[src/rtl/pot_skew_feeder.sv]
// pot_skew_feeder
//   Quantises a beat of N signed 8-bit weights to power-of-two codes and
//   feeds them into a systolic array with a diagonal skew. Column j of a
//   beat appears j cycles after column 0. The first column appears one
//   cycle after the beat is accepted. Slots without an accepted beat
//   travel through the skew as bubbles: code 8'h20 with valid low.
//
// Ports
//   clk        : sole clock, rising edge
//   reset      : asynchronous, active-low
//   in_valid   : in_data / in_last carry a beat this cycle
//   in_ready   : block accepts a beat this cycle (registered)
//   in_last    : current beat closes the tile
//   in_data    : N signed weights, column j at [8j+7:8j]
//   col_out    : PoT code per column, column j at [8j+7:8j] (registered)
//   col_valid  : bit j set when column j carries a real weight
//   busy       : tile in progress (STREAM or DRAIN)
//   done       : one-cycle pulse when the last beat leaves column N-1
module pot_skew_feeder #(
  parameter int unsigned N = 4
) (
  input  logic           clk,
  input  logic           reset,
  input  logic           in_valid,
  output logic           in_ready,
  input  logic           in_last,
  input  logic [8*N-1:0] in_data,
  output logic [8*N-1:0] col_out,
  output logic [N-1:0]   col_valid,
  output logic           busy,
  output logic           done
);

  localparam logic [7:0] BUBBLE = 8'h20;
  localparam int unsigned CNT_W = (N > 1) ? $clog2(N) : 1;
  localparam logic [CNT_W-1:0] LAST_CNT = CNT_W'(N - 1);

  typedef enum logic [1:0] {
    IDLE,
    STREAM,
    DRAIN
  } state_e;

  state_e           state_q, state_d;
  logic [CNT_W-1:0] cnt_q, cnt_d;
  logic             in_ready_q, in_ready_d;
  logic             busy_q, busy_d;
  logic             done_q, done_d;
  logic             accept;

  assign accept = in_valid & in_ready_q;

  // Sign/magnitude PoT code. Magnitude is taken as unsigned 8-bit so that
  // -128 becomes 8'h80 and its leading one (bit 7) clamps to 6.
  function automatic logic [7:0] pot_code(input logic [7:0] w);
    logic [7:0] mag;
    logic [3:0] sh;
    mag = w[7] ? (~w + 8'd1) : w;
    sh  = '0;
    for (int unsigned b = 0; b < 8; b++) begin
      if (mag[b]) sh = 4'(b);
    end
    if (sh > 4'd6) sh = 4'd6;
    if (w == '0) return BUBBLE;
    return {3'b000, w[7], sh};
  endfunction

  // ---------------------------------------------------------------------
  // Control FSM
  // ---------------------------------------------------------------------
  // DRAIN counts edges since the last beat. The counter reaches N-1 when
  // the last beat is in the final skew register. done is raised on the
  // following edge, which is the same edge that column N-1 presents the
  // code. The FSM leaves DRAIN one edge after done.
  always_comb begin
    state_d = state_q;
    cnt_d   = cnt_q;
    done_d  = 1'b0;
    case (state_q)
      IDLE, STREAM: begin
        if (accept) begin
          state_d = in_last ? DRAIN : STREAM;
          cnt_d   = '0;
        end
      end
      DRAIN: begin
        if (done_q) begin
          state_d = IDLE;
        end else if (cnt_q == LAST_CNT) begin
          done_d = 1'b1;
        end else begin
          cnt_d = cnt_q + 1'b1;
        end
      end
      default: state_d = IDLE;
    endcase
    in_ready_d = (state_d != DRAIN);
    busy_d     = (state_d != IDLE);
  end

  always_ff @(posedge clk or negedge reset) begin
    if (!reset) begin
      state_q    <= IDLE;
      cnt_q      <= '0;
      in_ready_q <= 1'b0;
      busy_q     <= 1'b0;
      done_q     <= 1'b0;
    end else begin
      state_q    <= state_d;
      cnt_q      <= cnt_d;
      in_ready_q <= in_ready_d;
      busy_q     <= busy_d;
      done_q     <= done_d;
    end
  end

  assign in_ready = in_ready_q;
  assign busy     = busy_q;
  assign done     = done_q;

  // ---------------------------------------------------------------------
  // Per-column skew pipelines
  // ---------------------------------------------------------------------
  // Column j has j+1 stages ahead of its output register. Stage 0 captures
  // the quantised weight, or a bubble, on every edge. This keeps bubbles in
  // lock-step with beats across all columns.
  for (genvar j = 0; j < N; j++) begin : g_col
    logic [7:0] pipe_q [0:j];
    logic [7:0] pipe_d [0:j];
    logic [j:0] vpipe_q, vpipe_d;
    logic [7:0] col_q, col_d;
    logic       col_v_q, col_v_d;

    always_comb begin
      pipe_d[0]  = accept ? pot_code(in_data[8*j +: 8]) : BUBBLE;
      vpipe_d[0] = accept;
      for (int unsigned k = 1; k <= j; k++) begin
        pipe_d[k]  = pipe_q[k-1];
        vpipe_d[k] = vpipe_q[k-1];
      end
      col_d   = pipe_q[j];
      col_v_d = vpipe_q[j];
    end

    always_ff @(posedge clk or negedge reset) begin
      if (!reset) begin
        for (int unsigned k = 0; k <= j; k++) begin
          pipe_q[k] <= BUBBLE;
        end
        vpipe_q <= '0;
        col_q   <= BUBBLE;
        col_v_q <= 1'b0;
      end else begin
        for (int unsigned k = 0; k <= j; k++) begin
          pipe_q[k] <= pipe_d[k];
        end
        vpipe_q <= vpipe_d;
        col_q   <= col_d;
        col_v_q <= col_v_d;
      end
    end

    assign col_out[8*j +: 8] = col_q;
    assign col_valid[j]      = col_v_q;
  end

endmodule

[config.mk]
export PLATFORM = sky130hd
export DESIGN_NAME = pot_skew_feeder
export DESIGN_NICKNAME = d
export VERILOG_FILES = /design/src/rtl/pot_skew_feeder.sv
export SDC_FILE = /design/constraint.sdc
export NUM_CORES = 1
export LEC_CHECK = 0
export CORE_AREA = 2 2 111 113
export DETAILED_ROUTE_END_ITERATION = 8
export DIE_AREA = 0 0 113 115
export PLACE_DENSITY = 0.51
export SLEW_MARGIN = 20
export SYNTH_ARGS = -nofsm -noshare
export SYNTH_HDL_FRONTEND = slang
export SYNTH_SLANG_ARGS = --single-unit
[constraint.sdc]
create_clock -name clk -period 1.6 [get_ports clk]
set_input_delay 0.16 -clock clk [delete_from_list [all_inputs] [get_ports clk]]
set_output_delay 0.16 -clock clk [all_outputs]
set_load 0.05 [all_outputs]
Word-level counts from Yosys, hierarchy flattened
Cells that the tools add are included.
{"block": "op_classes", "add_sub_neg": 5, "n_lt_le_gt_ge": 4, "eq_ne": 7, "n_mux": 63, "n_bitwise": 5, "n_reduce_logical": 9}
{"op": "2-to-1 mux 8 bit", "count": 16}
{"op": "2-to-1 mux 4 bit", "count": 28}
{"op": "adder 8 x 1 -> 8 bit (second input constant)", "count": 4}
{"op": "logical NOT 8 bit", "count": 4}
{"op": "NOT 8 bit", "count": 4}
{"op": "greater-than comparator 4 x 3 -> 1 bit (second input constant)", "count": 4}
{"op": "2-to-1 mux 2 bit", "count": 6}
{"op": "2-to-1 mux 1 bit", "count": 11}
{"op": "inequality test 2 bit (second input constant)", "count": 4}
{"op": "one-hot mux 2 bit (2 select lines)", "count": 2}
{"op": "== test 2 bit (second input constant)", "count": 2}
{"op": "AND reduction 4 bit", "count": 1}
{"op": "nonzero test 2 bit", "count": 2}
{"op": "adder 2 x 1 -> 2 bit (second input constant)", "count": 1}
{"op": "== test 2 x 1 -> 1 bit (second input constant)", "count": 1}
{"op": "logical NOT 2 bit", "count": 1}
{"op": "OR reduction 2 bit", "count": 1}
{"op": "bitwise AND 1 bit", "count": 1}
{"block": "word_totals", "ff_bits": 133, "in_bits": 36, "output_inout_bits": 39, "wordCells": 120}

Logic depth before layout (Yosys ltp)
{"block": "logic_depth", "word_depth": 14, "mapped_depth": 8, "ltp_nobuf": 7}

Worst setup path after synthesis
OpenSTA, ideal clock, no wires.
{"block": "synth_timing", "path_type": "input to register", "startpoint": "in in_data[0]", "endpoint": "reg g_col[0].pipe_q, in the netlist g_col[0].col_d[0]", "setup_time_ns": 0.066, "arrival_time_ns": 1.669, "required_ns": 1.534, "slack_ns": -0.135, "cell_stages": 8, "n_path_buf": 1, "cell_sequence": "inv_1 ha_1 or3b_1 buf_2 nand2b_4 or4b_1 nand3_1 and3_1"}
{"item": "start: declaration", "line": "27", "rtl": "input logic [8*N-1:0] in_data,"}
{"item": "end signal: indexed assignment", "line": "155", "rtl": "pipe_q[k] <= pipe_d[k];"}
{"item": "end: declaration", "line": "128", "rtl": "logic [7:0] pipe_q [0:j];"}

==> results.yml <==
status:
  status: "complete, but fails checks"
  violations: "DRC"
grt:
  antenna_found_initial: 0
  grt_pass1_wl_um: 11900
  gr-total-overflow: 0
  grt_max_degree: 31
  grt_usage_pct: 11.4
  grt_pass1_vias: 2596
critical_path:
  required_ns: 1.87
  path_max_fanout: 5
  worstPathArrival_ns: 1.78
  critPathTopFamily: "simple AND/OR/NAND/NOR gates"
  slowest_delay_ns: 0.51
  cp-end-kind: "register"
  critPathLaunchType: "input port"
  cpMaxStageDelayCell: "or4b_1"
  critPathBufInv: 2
  crit_chain: "clkbuf_4 > inv_12 > ha_4 > or3b_4 > nand2b_4 > or4b_1 > nand3_1 > and3_1"
  r2r_cells: 5
  crit_type: "in2reg"
  path_depth: 8
yosys:
  yosysWarningCount: 0
  ys_ff_latch: 82
  yosysSeqAreaShare_pct: 59.7
  synth_cells: 302
  netlist_area_um2: 3470
  postSynthAreaPerCell_um2: 11.5
  synth_top_area_cell: "dfrtp_1"
  synth.top_cell.area_share_pct: 49.1
  synth_edf_count: 0
  synthArstFlopShare_pct: 100
  yosys.cell_count.top_type: "dfrtp_1"
  yosys-top-cells-count: "dfrtp_1, nor2_1, nand2_1"
  synth_ff_type: "dfrtp_1"
  synth_area_leaders: "dfrtp_1, dfstp_2, buf_4"
  synth_cell_type_count: 45
cts:
  cts_htree_levels: 3
  clock_sinks: 82
  cts_tree: "done"
  cts_buffers: 9
  path_clk_slew_ns: 0.06
  clk_latency_ns: 0.32
  cts_root_buf: "clkbuf_16"
  clock_path_buffers: 2
die:
  die_area_um2: 13000
  row_count: 40
  initial_core_util_pct: 29.4
  dieHeight_um: 115
  chipWidth_um: 113
  core_um2: 11800
  pin_count: 75
timing:
  setup_violations: 0
  finalClockSkew_ns: 0.00344
  finalMaxSlewViolations: 0
  hold_viol_final: 0
  rsz0062_at_grt: "yes"
  holdWs_ns: 0.300
  fin_crit_sh_pct: 94.7
  max_freq_mhz: 660
  setup-tns-final_ns: 0
  min_period_ns: 1.51
drt:
  drt-initial-drc-count: 118
  vias: 2610
  drcViolationCount: 6
  viasPerCell: 4.52
  drt_wl_total_um: 6930
  wl_per_cell_um: 12.0
  postRouteAntennaNets: 0
  dr.pass1.iters: 6
power:
  p_per_area_nw_per_um2: 1310
  power.leakage_nw: 2.38
  ir_worst_vdd_mv: 0.641
cells_and_area:
  nFillCells: 1134
  area_growth_pct: 44.1
  num_antenna_cells: 0
  drive_gt1_share_pct: 36.3
  nets: 466
placement:
  port_buffers: 62
  gp_congestion: 0.790
  hpwlAfterDp_um: 5250
flow_run:
  maxCapViolCount: 0
hold_path:
  hold_class: "in2async"
-- logic make-up (layout without fill, tap and decap cells) --
| kind of cell | count (synthesis) | count (layout) | synth area share [%] |
|---|---|---|---|
| flops | 82 | 82 | 59.7 |
| xor+xnor | 6 | 6 | 1.52 |
| simple gates | 85 | 85 | 13.6 |
| compound gates | 78 | 78 | 15.7 |
| buf+inv | 40 | 157 | 6.13 |
| fa+ha+maj | 5 | 5 | 1.80 |
| other cells | 1 | 12 | 0.108 |
| mux | 5 | 5 | 1.48 |
-- state kept, by name (all words and copies together), names as in the netlist --
signal and count:
g_col.vpipe_q 3, state_q 2, g_col.col_d 20, g_col.col_q 20, done 1, in_ready 1, busy 1, g_col.col_v_q 2
g_col.pipe_d 30, cnt_q 2
-- cells in the final DEF, fill, tap and decap left out, drive strengths merged, types with 2 or more instances in the layout --
cell,netlist,layout
a211o,2,2
a211oi,5,5
a21oi,12,12
a221oi,5,5
a22oi,3,3
a311o,2,2
a31oi,4,4
a32oi,2,2
and2,2,2
and3,10,10
buf,18,94
clkbuf,8,13
clkdlybuf4s50,0,20
clkinv,1,2
clkinvlp,0,2
conb,1,12
dfrtp,68,68
dfstp,14,14
dlygate4sd2,0,7
ha,5,5
inv,13,16
mux2i,4,4
nand2,18,18
nand2b,14,14
nand3,6,6
nor2,21,21
nor3,3,3
o21a,4,4
o21ai,16,16
o21bai,3,3
o221ai,2,2
o311ai,4,4
o31ai,8,8
or3b,4,4
or4,3,3
or4b,3,3
xnor2,2,2
xor2,4,4
-- path summary, 6_finish.rpt --
check / end / from / slack [ns]
min reg2reg: g_col[2].col_q[4] / g_col[2].col_d[4] / 0.35
max in group asynchronous: g_col[0].col_q[5] / reset / 0.72
min in group clk: g_col[2].col_q[4] / g_col[2].col_d[4] / 0.35
max: g_col[3].pipe_d[16] / in_data[25] / 0.09
min: g_col[1].col_q[0] / reset / 0.30
max reg2reg: cnt_q[1] / cnt_q[0] / 0.18
-- worst register-to-register path: cells and delay by family, from the launching register on --
kind	cells	cell delay [ns]
adders and majority gates	1	0.24
AOI/OAI and AO/OA	1	0.07
muxes	1	0.36
DFF	1	0.41
and+or+nand+nor	2	0.23
-- stage by stage --
stage          worst slack [ns]  std cells  area (µm²)  utilization, %  total power [mW]
4_1_cts                 0.00127        578        4980            42.1              6.61
6_report                 0.0851        577        5000            42.3              6.53
3_5_place_dp             -0.750        559        4630            39.2              4.53
2_1_floorplan           -0.0942        313        3570               -              3.86
5_1_grt                -0.00493        577        5000            42.3              6.90
3_3_place_gp             -0.647        559        4630            39.2              4.50
-- area by class of cell --
type | instances | area, µm² | area share [%]
multi-input combinational | 191 | 1340 | 26.7
clock inverter | 7 | 76.3 | 1.53
tap | 147 | 184 | 3.68
sequential | 82 | 2070 | 41.4
inverter | 14 | 87.6 | 1.75
timing repair buffer | 127 | 1020 | 20.4
clock buffer | 9 | 225 | 4.51
-- metal layers --
layer	up-vias	part of all wire (%)	track usage, %
met1	1234	47	15.4
met4	0	1.7	5.85
met2	61	46	17.4
met3	7	5.0	2.53
li1	1308	-	-
met5	-	0	0
-- where the power goes --
group / total [mW] / internal (mW) / switching [mW]
combinational: 1.72 / 0.618 / 1.10
sequential: 2.78 / 2.59 / 0.184
clock: 2.04 / 1.22 / 0.815
total: 6.53 / 4.43 / 2.10
-- what timing repair did --
action | in CTS | in global routing
endpoints found under the setup margin | 15 | 9
resized for setup | 33 | 18
pin swaps | 12 | 7
setup buffers | 2 | 0
hold buffers | 1 | 0
hold endpoints to repair | 23 | 0
(Power assumes the default switching activity.)
==> edit (same flow settings) <==
The parameter `N` goes from 4 to 2.
--- a/src/rtl/pot_skew_feeder.sv
+++ b/src/rtl/pot_skew_feeder.sv
@@ -17,7 +17,7 @@
 //   busy       : tile in progress (STREAM or DRAIN)
 //   done       : one-cycle pulse when the last beat leaves column N-1
 module pot_skew_feeder #(
-  parameter int unsigned N = 4
+  parameter int unsigned N = 2
 ) (
   input  logic           clk,
   input  logic           reset,
Ports: changed (resized col_out, col_valid and in_data); port bits go from 75 to 41. The function was not compared with the original's and may differ.
==> edit against the unedited design <==
- the flow still finishes with violations (design-rule violations)
- combinational power fell by 45%
- power fell by 51%
- sequential cell count fell by 48
- setup slack got worse by 8.3 ps
- final area fell by 50%
- first-iteration DRC count fell by 50%
- area after synthesis fell by 54%
- wire length fell by 48%
- count of clock-buffer cells in the layout fell by 4
==> edit: results <==
set metrics [dict create \
    yosysUniqueCellTypes 44 \
    cp.arrival_ps 1740 \
    cp_slowest_cell "or4b_1" \
    n_multi_input_combinational_cell 100 \
    hold_class "in -> async" \
    dpl-instance-area_um2 2250 \
    multi_input_area_um2 714 \
    grt_max_degree 35 \
    reg2reg_depth 4 \
    fin_skew_ps 5.81 \
    crit_family "simple AND/OR/NAND/NOR gates" \
    wire_per_inst_um 9.96 \
    synth-async-reset-ratio 1.00 \
    drcViolationCount 4 \
    synth_common_cells "dfrtp_1 (29), nand2_1 (12), nor2_1 (10)" \
    antenna_found_initial 0 \
    ys_seq_area_frac 0.542 \
    final_cells 361 \
    grt_pass1_vias 1252 \
    yosysMostFrequentCell "dfrtp_1" \
    dr.pass1.iters 8 \
    clk_pin_slew_ps 60 \
    track_usage 0.0588 \
    seq_cell_count 34 \
    violations "design-rule violations" \
    drtIter0Drc 59 \
    inverters 8 \
    area_delta_synth_final_pct 56.6 \
    clock_path_buffers 2 \
    via_per_inst 3.58 \
    power_switching_mw 1.06 \
    place_congestion 0.768 \
    status "finished, violations left" \
    clock_latency_ps 280 \
    netlist_instances 149 \
    io_buffers 34 \
    ir_drop_mv 0.358 \
    critPathMaxFanout 5 \
    grt_pass1_wl_um 6000 \
    final.fill_count 1315 \
    drive_above_1_share 0.379 \
    cts-buffers-inserted 5 \
    root_buffer "clkbuf_16" \
    clkCellAreaFrac 0.0666 \
    dp_worst_setup_slack_ps -771 \
    regArea_um2 857 \
    seq_share 0.346 \
    nets 235 \
    bufAreaShareNonClock 0.206 \
    ys_warn_count 0 \
    leakage_nw 1.13 \
    nonClockBufferCount 64 \
    yosys-top-cells-area "dfrtp_1 (46%), dfstp_2 (8.3%), buf_4 (3.8%)" \
    dp_hpwl_um 2750 \
    max_stage_delay_ps 460 \
    dp_cells 351 \
    htreeDepth 2 \
]
## edit: cell count changes in the layout (fill, tap and decap cells not counted), sizes merged, moves of 6 or more
cell,change
buf,-46
dfrtp,-39
nor2,-11
clkdlybuf4s50,-9
dfstp,-9
clkbuf,-8
inv,-8
nand2b,-8
o21ai,-8
a21oi,-7
conb,-6
nand2,-6
## edit: metal layers
metal,share of wire,vias to the layer above,track usage
met3,0.048,6,0.0142
met1,0.46,602,0.0748
met2,0.47,35,0.0938
met4,0.023,0,0.0293
met5,0,-,0
li1,-,649,-
## edit: worst paths after layout
path / from / to / slack [ps]
setup / recovery: in_data[9] / g_col[1].pipe_d[0] / 80
hold / removal: reset / g_col[1].pipe_d[4] / 300
setup reg to reg: in_ready / busy / 410
hold reg to reg: g_col[1].vpipe_q[0] / g_col[0].col_v_q / 350
max in group asynchronous: reset / g_col[1].col_q[5] / 960
min in group clk: g_col[1].vpipe_q[0] / g_col[0].col_v_q / 350
## edit: cells by family after synthesis
group           share of synthesized area
compound gates                      0.173
xor+xnor                           0.0221
fa+ha+maj                          0.0158
buf+inv                            0.0719
flops                               0.542
mux                               0.00632
other cells                       0.00237
simple gates                        0.167
## edit: timing repair
item	4_1_cts	5_1_grt
setup buffers	2	0
setup endpoints to repair	8	5
hold endpoints to repair	0	0
resized for setup	26	13
gates cloned	0	0
pin swaps	7	8
## edit: power groups by stage
stage | Combinational (mW) | Sequential (mW) | Clock, mW
after floorplan | 0.315 | 1.47 | 0
after global placement | 0.935 | 1.19 | 0
after detailed placement | 0.941 | 1.19 | 0
after CTS | 0.948 | 1.17 | 1.10
after global routing | 1.02 | 1.20 | 1.13
final | 0.950 | 1.17 | 1.06
